[src/rtl/uart_tx_buffered.sv]
// rtl/uart_tx_buffered.sv - buffered 8N1 UART transmitter with TX FIFO and status word
//
// Ports:
//   clk          system clock
//   reset        synchronous active-high reset
//   write_tx     push write_data into the TX FIFO this cycle
//   write_data   byte to transmit
//   clear_ovf    clear the sticky overflow flag
//   clk_per_bit  clock cycles per serial bit (0 is treated as 1)
//   tx           registered serial output, idle high
//   tx_busy      FIFO non-empty or a frame in progress
//   status_data  {20'b0, ovf, busy, full, empty, 3'b0, count[4:0]}
module uart_tx_buffered #(
  parameter int DEPTH = 16,
  parameter int AW    = 4
) (
  input  logic        clk,
  input  logic        reset,
  input  logic        write_tx,
  input  logic [7:0]  write_data,
  input  logic        clear_ovf,
  input  logic [15:0] clk_per_bit,
  output logic        tx,
  output logic        tx_busy,
  output logic [31:0] status_data
);

  typedef enum logic [1:0] {IDLE, START, DATA, STOP} state_t;

  localparam logic [AW:0] FULL_COUNT = DEPTH[AW:0];

  state_t        state;
  logic [7:0]    mem [DEPTH];
  logic [AW-1:0] wr_ptr;
  logic [AW-1:0] rd_ptr;
  logic [AW:0]   count;
  logic          ovf;
  logic [7:0]    shreg;
  logic [15:0]   period;
  logic [15:0]   bit_cnt;
  logic [2:0]    bit_idx;

  logic          empty;
  logic          full;
  logic          pop;
  logic          push;
  logic          drop;
  logic          bit_done;
  logic [4:0]    count_field;

  assign empty = (count == '0);
  assign full  = (count == FULL_COUNT);

  // The serializer only takes a byte while idle, and only one that was already
  // in the FIFO at the start of the cycle, so a byte written into an empty FIFO
  // is never popped on the same edge.
  assign pop  = (state == IDLE) && !empty;

  // A pop on the same edge frees a slot, so a write into a full FIFO still lands.
  assign push = write_tx && (!full || pop);
  assign drop = write_tx && full && !pop;

  // The bit period is latched at frame start, so clk_per_bit may change freely
  // mid-frame without disturbing the frame on the line.
  assign bit_done = (bit_cnt == (period - 16'd1));

  always_ff @(posedge clk) begin
    if (push) begin
      mem[wr_ptr] <= write_data;
    end
  end

  always_ff @(posedge clk) begin
    if (reset) begin
      wr_ptr <= '0;
      rd_ptr <= '0;
      count  <= '0;
      ovf    <= 1'b0;
    end else begin
      if (push) begin
        wr_ptr <= wr_ptr + AW'(1);
      end
      if (pop) begin
        rd_ptr <= rd_ptr + AW'(1);
      end
      case ({push, pop})
        2'b10:   count <= count + (AW+1)'(1);
        2'b01:   count <= count - (AW+1)'(1);
        default: count <= count;
      endcase
      // A dropping write beats a simultaneous clear.
      if (drop) begin
        ovf <= 1'b1;
      end else if (clear_ovf) begin
        ovf <= 1'b0;
      end
    end
  end

  // tx is assigned together with the state transition so the line changes on
  // the same edge the FSM enters the new bit.
  always_ff @(posedge clk) begin
    if (reset) begin
      state   <= IDLE;
      tx      <= 1'b1;
      shreg   <= '0;
      period  <= 16'd1;
      bit_cnt <= '0;
      bit_idx <= '0;
    end else begin
      case (state)
        IDLE: begin
          tx <= 1'b1;
          if (!empty) begin
            shreg   <= mem[rd_ptr];
            period  <= (clk_per_bit == 16'd0) ? 16'd1 : clk_per_bit;
            bit_cnt <= '0;
            bit_idx <= '0;
            tx      <= 1'b0;
            state   <= START;
          end
        end
        START: begin
          if (bit_done) begin
            bit_cnt <= '0;
            bit_idx <= '0;
            tx      <= shreg[0];
            state   <= DATA;
          end else begin
            bit_cnt <= bit_cnt + 16'd1;
          end
        end
        DATA: begin
          if (bit_done) begin
            bit_cnt <= '0;
            if (bit_idx == 3'd7) begin
              tx    <= 1'b1;
              state <= STOP;
            end else begin
              bit_idx <= bit_idx + 3'd1;
              tx      <= shreg[bit_idx + 3'd1];
            end
          end else begin
            bit_cnt <= bit_cnt + 16'd1;
          end
        end
        STOP: begin
          if (bit_done) begin
            bit_cnt <= '0;
            tx      <= 1'b1;
            state   <= IDLE;
          end else begin
            bit_cnt <= bit_cnt + 16'd1;
          end
        end
        default: begin
          tx    <= 1'b1;
          state <= IDLE;
        end
      endcase
    end
  end

  assign tx_busy     = (state != IDLE) || !empty;
  assign count_field = 5'(count);
  assign status_data = {20'b0, ovf, tx_busy, full, empty, 3'b0, count_field};

endmodule
[config.mk]
export PLATFORM = sky130hd
export DESIGN_NAME = uart_tx_buffered
export DESIGN_NICKNAME = d
export VERILOG_FILES = /design/src/rtl/uart_tx_buffered.sv
export SDC_FILE = /design/constraint.sdc
export NUM_CORES = 1
export LEC_CHECK = 0
export CORE_ASPECT_RATIO = 0.6
export CORE_MARGIN = 4
export CORE_UTILIZATION = 40
export CTS_CLUSTER_DIAMETER = 50
export DETAILED_ROUTE_END_ITERATION = 8
export GPL_ROUTABILITY_DRIVEN = 0
export GPL_TIMING_DRIVEN = 0
export PLACE_DENSITY = 0.57
export SETUP_SLACK_MARGIN = 0.5
export SLEW_MARGIN = 20
export SYNTH_ARGS = -nofsm -noshare
export SYNTH_HDL_FRONTEND = slang
export SYNTH_SLANG_ARGS = --single-unit
[constraint.sdc]
create_clock -name clk -period 4.18 [get_ports clk]
set_clock_uncertainty 0.15 [all_clocks]
set_input_delay 0.418 -clock clk [delete_from_list [all_inputs] [get_ports clk]]
set_output_delay 0.418 -clock clk [all_outputs]
set_load 0.05 [all_outputs]
==> flow_metrics.env <==
export IMPL_status="finished, final reports clean"
export IMPL_die_height_microns=122
export IMPL_worst_path_max_fanout=8
export IMPL_core_area_sq_um=21100
export IMPL_wl_per_cell_microns=19.9
export IMPL_firstDrtPassIters=6
export IMPL_drtAntennaViolNets=0
export IMPL_cts_htree_levels=4
export IMPL_post_cts_resize_count=0
export IMPL_synth_cells=672
export IMPL_pin_count=62
export IMPL_die_width_microns=198
export IMPL_grt_pass1_wl_microns=32100
export IMPL_worst_ep_required_time_ns=3.61
export IMPL_vias=5701
export IMPL_clk_pin_slew_ns=0.06
export IMPL_cts_sinks=188
export IMPL_min_period_ns=3.42
export IMPL_maxCapViolCount=0
export IMPL_postCtsHoldBufs=0
export IMPL_setup_violations=0
export IMPL_final_common_cell="edfxtp_1"
export IMPL_yosysTopAreaCellShare_pct=44.5
export IMPL_synth_seq_area_share_pct=58.4
export IMPL_clk_path_buf_depth=2
export IMPL_cts_tree="done"
export IMPL_ir_drop_v=0.000347
export IMPL_rsz0062_at_grt="no"
export IMPL_syn_mean_instance_area_sq_um=12.9
export IMPL_synthFlopType="edfxtp_1"
export IMPL_cts_setup_buffers=0
export IMPL_synth_area_leader_cell="edfxtp_1"
export IMPL_tightest_slew_ns=0.936
export IMPL_end_kind="output pin"
export IMPL_area_delta_synth_final_pct=15.7
export IMPL_max_freq_ghz=0.293
export IMPL_drive_gt1_share_pct=14.8
export IMPL_ff2ff_setup_slack_ns=0.90
export IMPL_synthesis_area_sq_um=8640
export IMPL_grt_pass1_vias=5509
export IMPL_cts_made_buffers=17
export IMPL_wirelength_microns=20700
export IMPL_grt_max_degree=17
export IMPL_arrival_ns=2.85
export IMPL_clkLatencyLatePin_ns=0.43
export IMPL_grt_usage_pct=17.9
export IMPL_drc=0
export IMPL_layout_nets=796
export IMPL_tns_ns=0
export IMPL_min_path_type="reg2reg"
export IMPL_slew_violations=0
export IMPL_dp_hpwl_microns=15200
export IMPL_fp_dieArea_sq_um=24100
export IMPL_n_antenna_cell=0
export IMPL_antenna_found_initial=0
export IMPL_clk_root_buffer_cell="clkbuf_16"
export IMPL_synth_area_leaders="edfxtp_1 (44%), dfxtp_1 (14%), mux4_2 (11%)"
export IMPL_p_leak_nw=3.45
export IMPL_synth_edf_count=128
export IMPL_pwr_density_cell_nw_per_um2=631
export IMPL_yosysUniqueCellTypes=57
export IMPL_drtIter0Drc=728
export IMPL_fin_cells=1041
export IMPL_finalHoldViolCount=0
export IMPL_crit_chain="nor4_2 > nor2b_1 > and2_1 > buf_2 > inv_1 > buf_4 > clkdlybuf4s50_1"
export IMPL_finalCritPeriodShare_pct=81.8
export IMPL_via_per_inst=5.48
export IMPL_cpMaxStageDelayCell="clkdlybuf4s50_1"
export IMPL_final_cell_mix="edfxtp_1 (128), nand2_1 (80), dfxtp_1 (60)"
export IMPL_start_util_pct=40.9
export IMPL_place_inst=1010
export IMPL_critical_path_class="reg2out"
export IMPL_synth_ff_latch_count=188
export IMPL_max_stage_delay_ns=0.69
export IMPL_startpoint_type="flip-flop"
export IMPL_rows=41
export IMPL_grt_ovfl_total=0
export IMPL_ys_warn_count=0
export IMPL_post_route_util_pct=47.3
export IMPL_slew_headroom_pct=37.6
export IMPL_port_buffer_count=37
export IMPL_synthArstFlopShare_pct=0
cell families (layout without fill, tap and decap cells):
group                    Yosys count  after routing  share of synthesized area, %
AND/OR/NAND/NOR                  209            209                          12.0
flip-flops                       188            188                          58.4
AO/OA/AOI/OAI                    101            101                          7.28
buffers and inverters             80            148                          4.97
multiplexers                      49             49                          11.8
XOR/XNOR                          26             26                          2.85
adder cells (fa/ha/maj)           18             18                          2.69
other                              1             23                        0.0434
worst max-delay path: cells and delay by family (launching register included):
| family | cells | cell delay (ns) |
|---|---|---|
| buffers and inverters | 4 | 1.12 |
| and+or+nand+nor | 3 | 0.95 |
| DFF | 1 | 0.35 |
power breakdown:
part / switching [mW] / internal [mW]
sequential: 0.168 / 2.14
combinational: 1.53 / 0.978
clock: 0.681 / 0.812
registers in the layout, summed over array words and instances, names as in the netlist:
signal   cells
rd_ptr       4
bit_cnt     16
tx           1
count        5
period      16
shreg        8
state        2
bit_idx      3
wr_ptr       4
mem        128
ovf          1
final cells by class:
cell class / instances / area [sq um]
multi-input combinational: 426 / 3270
timing repair buffer: 37 / 370
inverter: 16 / 60.1
clock buffer: 19 / 433
fill: 1866 / 11100
clock inverter: 12 / 97.6
sequential: 188 / 5040
buffer: 64 / 369
tap: 279 / 349
stage by stage:
step                setup WS, ns  cell area (sq um)  hold WS, ns  total power [mW]
floorplan                   1.27               8720        0.270              4.14
global placement           0.854               9440        0.287              4.78
detailed placement         0.962               9460        0.290              4.84
CTS                        0.563               9990        0.297              6.33
global route               0.536              10000        0.328              6.69
finish                     0.762              10000        0.298              6.31
worst paths after layout:
kind / depth (start not counted) / end / startpoint
hold / removal: 2 / bit_idx[1] / bit_idx[1]
hold reg to reg: 2 / bit_idx[1] / bit_idx[1]
setup reg to reg: 13 / bit_cnt[1] / period[0]
setup / recovery: 7 / status_data[10] / count[3]
metal layers:
layer  up-vias  global-route usage, %  wire (microns)
li1       2618                      -               -
met3        13                   4.73            1630
met2       229                   24.2            8410
met4         0                   3.35             112
met1      2841                   28.8           10500
met5         -                      0               0
synthesized netlist by cell type (2+ instances only):
library cell / count
nand3b_1: 2
nor4_1: 15
edfxtp_1: 128
o22ai_1: 2
inv_1: 16
a22o_1: 4
buf_1: 7
a31oi_1: 3
mux2i_1: 6
or4_1: 2
clkbuf_1: 25
nor2_1: 39
xnor2_1: 15
o31ai_1: 3
buf_4: 28
nor4_4: 2
nand2_1: 80
nor2b_1: 6
o211ai_1: 3
mux4_2: 42
a22oi_1: 2
nand2b_1: 8
ha_1: 17
a211oi_1: 2
o2bb2ai_1: 2
nand3_1: 13
o21ai_0: 12
o21ai_1: 13
nor3b_1: 2
nand4_1: 8
dfxtp_1: 60
nor3_1: 13
a21o_1: 4
a21oi_1: 41
buf_6: 3
xor2_1: 10
and3_1: 14
(Power assumes the default switching activity.)
